`src/rtl/z16_gpio.sv`:
```
// Memory-mapped LED/button block: LED register with set/clear aliases, debounced buttons, sticky edge flags.
// Define Z16_GPIO_IRQ_EN to add the IRQ mask register (address 5) and the o_irq output.
module z16_gpio #(
  parameter int N_LED           = 6,
  parameter int N_BTN           = 1,
  parameter int DEBOUNCE_CYCLES = 4
) (
  input  logic             i_clk,
  input  logic             i_rst,
  input  logic [2:0]       i_addr,
  input  logic             i_wen,
  input  logic [15:0]      i_wdata,
  input  logic             i_ren,
  output logic [15:0]      o_rdata,
  input  logic [N_BTN-1:0] i_btn,
  output logic [N_LED-1:0] o_led,
  output logic [N_BTN-1:0] o_btn_level
`ifdef Z16_GPIO_IRQ_EN
  ,
  output logic             o_irq
`endif
);

  localparam int CW = $clog2(DEBOUNCE_CYCLES + 1);

  logic [N_LED-1:0] led_q, led_d;
  logic [N_BTN-1:0] sync1_q, sync2_q;
  logic [N_BTN-1:0] level_q, level_d;
  logic [N_BTN-1:0] pend_q, pend_d;
  logic [N_BTN-1:0] w1c;
  logic [15:0]      rdata_q, rdata_d, rd_val;
  logic             unused_wdata;

  assign unused_wdata = ^i_wdata;

  always_comb begin
    led_d = led_q;
    if (i_wen) begin
      case (i_addr)
        3'd0:    led_d = i_wdata[N_LED-1:0];
        3'd1:    led_d = led_q | i_wdata[N_LED-1:0];
        3'd2:    led_d = led_q & ~i_wdata[N_LED-1:0];
        default: led_d = led_q;
      endcase
    end
  end

  // Counter tracks consecutive cycles the synchronised input disagrees with
  // the accepted level; the cycle it would reach DEBOUNCE_CYCLES the level flips.
  for (genvar gi = 0; gi < N_BTN; gi++) begin : g_db
    logic [CW-1:0] cnt_q, cnt_d;
    logic          lvl_d;

    always_comb begin
      cnt_d = '0;
      lvl_d = level_q[gi];
      if (sync2_q[gi] != level_q[gi]) begin
        if (cnt_q == CW'(DEBOUNCE_CYCLES - 1)) lvl_d = ~level_q[gi];
        else                                   cnt_d = cnt_q + CW'(1);
      end
    end

    always_ff @(posedge i_clk) begin
      if (i_rst) cnt_q <= '0;
      else       cnt_q <= cnt_d;
    end

    assign level_d[gi] = lvl_d;
  end

  // A rising edge arriving with its own W1C keeps the flag set.
  assign w1c    = (i_wen && i_addr == 3'd4) ? i_wdata[N_BTN-1:0] : '0;
  assign pend_d = (pend_q & ~w1c) | (level_d & ~level_q);

`ifdef Z16_GPIO_IRQ_EN
  logic [N_BTN-1:0] mask_q, mask_d;
  logic             irq_q, irq_d;

  assign mask_d = (i_wen && i_addr == 3'd5) ? i_wdata[N_BTN-1:0] : mask_q;
  assign irq_d  = |(pend_q & mask_q);
  assign o_irq  = irq_q;

  always_ff @(posedge i_clk) begin
    if (i_rst) begin
      mask_q <= '0;
      irq_q  <= 1'b0;
    end else begin
      mask_q <= mask_d;
      irq_q  <= irq_d;
    end
  end
`endif

  always_comb begin
    rd_val = '0;
    case (i_addr)
      3'd0:    rd_val[N_LED-1:0] = led_q;
      3'd3:    rd_val[N_BTN-1:0] = level_q;
      3'd4:    rd_val[N_BTN-1:0] = pend_q;
`ifdef Z16_GPIO_IRQ_EN
      3'd5:    rd_val[N_BTN-1:0] = mask_q;
`endif
      default: rd_val = '0;
    endcase
  end

  assign rdata_d = i_ren ? rd_val : rdata_q;

  always_ff @(posedge i_clk) begin
    if (i_rst) begin
      led_q   <= '0;
      sync1_q <= '0;
      sync2_q <= '0;
      level_q <= '0;
      pend_q  <= '0;
      rdata_q <= '0;
    end else begin
      led_q   <= led_d;
      sync1_q <= i_btn;
      sync2_q <= sync1_q;
      level_q <= level_d;
      pend_q  <= pend_d;
      rdata_q <= rdata_d;
    end
  end

  assign o_led       = led_q;
  assign o_btn_level = level_q;
  assign o_rdata     = rdata_q;

endmodule

```
`config.mk`:
```
export PLATFORM = sky130hd
export DESIGN_NAME = z16_gpio
export DESIGN_NICKNAME = d
export VERILOG_FILES = /design/src/rtl/z16_gpio.sv
export SDC_FILE = /design/constraint.sdc
export NUM_CORES = 1
export LEC_CHECK = 0
export ABC_CLOCK_PERIOD_IN_PS = 1300
export CAP_MARGIN = 20
export CORE_MARGIN = 8
export CORE_UTILIZATION = 33
export DETAILED_ROUTE_END_ITERATION = 16
export PLACE_DENSITY = 0.74
export RECOVER_POWER = 50
export SETUP_SLACK_MARGIN = 0.3
export SLEW_MARGIN = 5
export SYNTH_ARGS = -nofsm -noshare
export SYNTH_HDL_FRONTEND = slang
export SYNTH_SLANG_ARGS = --single-unit
```
`constraint.sdc`:
```
create_clock -name i_clk -period 1.3 [get_ports i_clk]
set_input_delay 0.26 -clock i_clk [delete_from_list [all_inputs] [get_ports i_clk]]
set_output_delay 0.26 -clock i_clk [all_outputs]
set_load 0.05 [all_outputs]
```
==> key figures, run 1 <==
Synth
  • Seq cells post-synth: 19
  • Mean Syn Cell Area: 9.63 µm²
  • Yosys warns: 0
  • Syn Inst Count: 85
  • Mapped Area: 818 µm²
  • Area leader, netlist: dfxtp_1
  • Register area share after synthesis: 46.5%
  • Post-synth cell types: 22
  • Ranking of synthesized cells by area: dfxtp_1 46%, buf_4 9.2%, a32o_1 7.3%, nor2b_1 5.4%, nor2_1 4.6%
  • Yosys top cell area share: 46.5%

STA
  • Clock Skew: 0.00511 ns
  • Setup TNS: 0 ns
  • Fin. max-slew vios: 0
  • Min Tclk post-route: 1.18 ns
  • RSZ-0062 raised after global routing: true
  • Final setup viols: 0
  • Final hold vios: 0
  • Fmax achieved: 846 MHz
  • Crit share post-route: 90.9%

Worst setup path
  • CP most frequent cell: ha_4
  • Critical path arrival: 1.41 ns
  • Peak fanout along the critical path: 3
  • Req. time, crit path: 1.53 ns
  • Crit path cell chain: ha_4, ha_4, or3_4, nor2_2
  • Element type at the critical path start: flip-flop
  • CP endpoint kind: flip-flop
  • Kind of critical path: flip-flop to flip-flop
  • CP bufs+invs: 0
  • CP peak stage delay: 0.35 ns
  • CP max-delay cell: dfxtp_2
  • CP delay by family, top: simple AND/OR/NAND/NOR gates

Power
  • Switching pwr: 0.000339 W
  • Clk pwr share: 25.7%
  • Switching share of total power: 29.7%
  • Max IR drop VDD: 0.630 mV
  • Power Density: 826 nW/µm²
  • Sequential Power Share: 52.6%
  • Combinational share of power: 21.6%
  • Leakage: 0.537 nW
  • Internal power: 0.000801 W

Drt
  • Routed len/inst: 15.1 µm
  • Initial DRC Count: 12
  • # DRC: 0
  • DR vias/cell: 4.87
  • DR pass1 iterations: 4
  • Vias: 770
  • Detailed Route WL: 2390 µm
  • ANT nets after route: 0

GRT
  • Total gr overflow: 0
  • First-pass GRT wire length: 3840 µm
  • Initial antenna violation count: 1
  • Largest net degree at the start of global routing: 11
  • Gr usage total: 11.4%
  • Vias in the first global route: 841

Clocking
  • Worst-path clk slew: 0.11 ns
  • CTS H-tree depth: 1
  • Root buf cell: clkbuf_4
  • Worst-skew pair later-pin latency: 0.29 ns
  • CTS sink count: 19
  • Hold bufs inserted after CTS: 0
  • Cts bufs inserted: 3
  • Clock Tree Buf Depth: 2
  • CTS tree: yes

Placement
  • Dpl hpwl: 1770 µm
  • Placer Congestion: 0.751
  • Buffers on Ports: 26

Die
  • Core box area: 2410 µm²
  • Die Ht: 65.8 µm
  • Initial Util: 34.0%
  • Die W: 65.8 µm
  • Site Rows: 18
  • Ports: 47
  • Die ar.: 4330 µm²

Cells and area
  • Utilization after layout: 57.3%
  • Area delta synth->final: 68.8%
  • Final nets: 154
  • Share of layout cells above drive strength 1: 40.2%

Run status
  • Outcome: finished clean

Worst hold path
  • Hold Path Class: input pin to flip-flop

Job
  • Max-cap violations: 0
[synthesized netlist by cell type]
| master | n |
|---|---|
| o311a_1 | 1 |
| nor2_1 | 10 |
| o21ai_0 | 6 |
| or3_1 | 1 |
| buf_4 | 10 |
| nor3b_1 | 1 |
| nor2b_1 | 7 |
| o32ai_1 | 1 |
| nor4b_2 | 2 |
| clkbuf_1 | 1 |
| a32o_1 | 6 |
| a21oi_1 | 5 |
| nand2_1 | 1 |
| inv_1 | 4 |
| dfxtp_1 | 19 |
| ha_1 | 2 |
| xnor2_1 | 1 |
| nand3_1 | 1 |
| nor3_1 | 2 |
| conb_1 | 1 |
| mux2i_1 | 2 |
| nand4b_1 | 1 |
[area by class of cell]
cell class,instances,area (µm²)
fillers,207,1030
repair buffers,40,465
multi-input cells,60,427
flip-flops and latches,19,408
well taps,30,37.5
clock buffers,4,26.3
inverters,4,15.0
diodes,1,2.50
[power groups by stage]
stage               Combinational [W]  Sequential [W]  Clock (W)
floorplan                    0.000121        0.000643          0
global placement             0.000236        0.000620          0
detailed placement           0.000239        0.000620          0
CTS                          0.000252        0.000599   0.000306
global route                 0.000260        0.000602   0.000327
finish                       0.000247        0.000600   0.000294
[through the flow]
step | power [W] | hold slack, ns | instance area, µm² | setup WS (ns) | instances
after floorplan | 0.000764 | 0.385 | 895 | 0.166 | 94
after global placement | 0.000856 | 0.408 | 1300 | -0.293 | 147
after detailed placement | 0.000860 | 0.421 | 1300 | -0.321 | 147
after CTS | 0.00116 | 0.416 | 1410 | 0.119 | 157
after global routing | 0.00119 | 0.403 | 1380 | 0.0796 | 158
final | 0.00114 | 0.371 | 1380 | 0.118 | 158
[state kept, by name, summed over array words and instances (netlist names)]
signal and count:
sync1_q 1, g_db.cnt_q 3, sync2_q 1, o_rdata 6, o_btn_level 1, o_led 6, pend_q 1
[placed cells by master (no fill, tap or decap), drive strengths merged, types with 2 or more instances in the layout]
cell           synthesis  routed
ha                     2       2
dfxtp                 19      19
clkdlybuf4s50          0       7
inv                    4       4
a21oi                  5       5
o21ai                  6       6
a32o                   6       6
conb                   1      10
nor4b                  2       2
buf                   10      24
clkbuf                 1      10
nor3                   2       2
dlygate4sd2            0       2
mux2i                  2       2
nor2b                  7       7
nor2                  10      10
[cell families (layout without fill, tap and decap cells)]
group                      after synthesis  after routing  share of synthesized area [%]
muxes                                    2              2                           2.45
adders and majority gates                2              2                           3.06
buffers and inverters                   15             48                           11.5
and+or+nand+nor                         26             26                           18.7
AOI/OAI and AO/OA                       19             19                           16.4
xor gates and xnor gates                 1              1                           1.07
other                                    1             11                          0.458
DFF                                     19             19                           46.5
[tightest hold or removal path, stage by stage]
cell and delay, ns:
clkbuf_2 0.19, nor3_1 0.08, o32ai_1 0.09
[final timing paths]
kind,cells past startpoint,end,startpoint,slack (ns)
worst max-delay path,4,g_db[0].cnt_q[1],g_db[0].cnt_q[0],0.12
worst min-delay path,3,pend_q,i_addr[1],0.37
worst max register to register,4,g_db[0].cnt_q[1],g_db[0].cnt_q[0],0.12
worst min register to register,1,g_db[0].cnt_q[0],g_db[0].cnt_q[0],0.44
[routing by layer]
metal  GRT usage [%]  part of all wire, %  up-vias
met5               0                    0        -
met3            5.08                   11        4
met2            19.6                   48       33
met1            11.9                   39      366
li1                -                    -      367
met4            4.09                  1.0        0
[what timing repair did]
item	CTS	global route
setup endpoints to repair	30	28
gates resized for setup	35	7
setup buffers	6	0
pin swaps	7	6
Note: power is estimated with default switching activity, not from simulation.
==> run 2: changes to the inputs <==
- CTS_CLUSTER_SIZE: unset -> 40
==> results of run 2 <==
Same layout as run 1: the final DEF is identical, and so are final timing and power.
==> run 3: changes to the inputs <==
- HOLD_SLACK_MARGIN: unset -> 0.08
==> results of run 3 <==
Same layout as run 1: the final DEF is identical, and so are final timing and power.
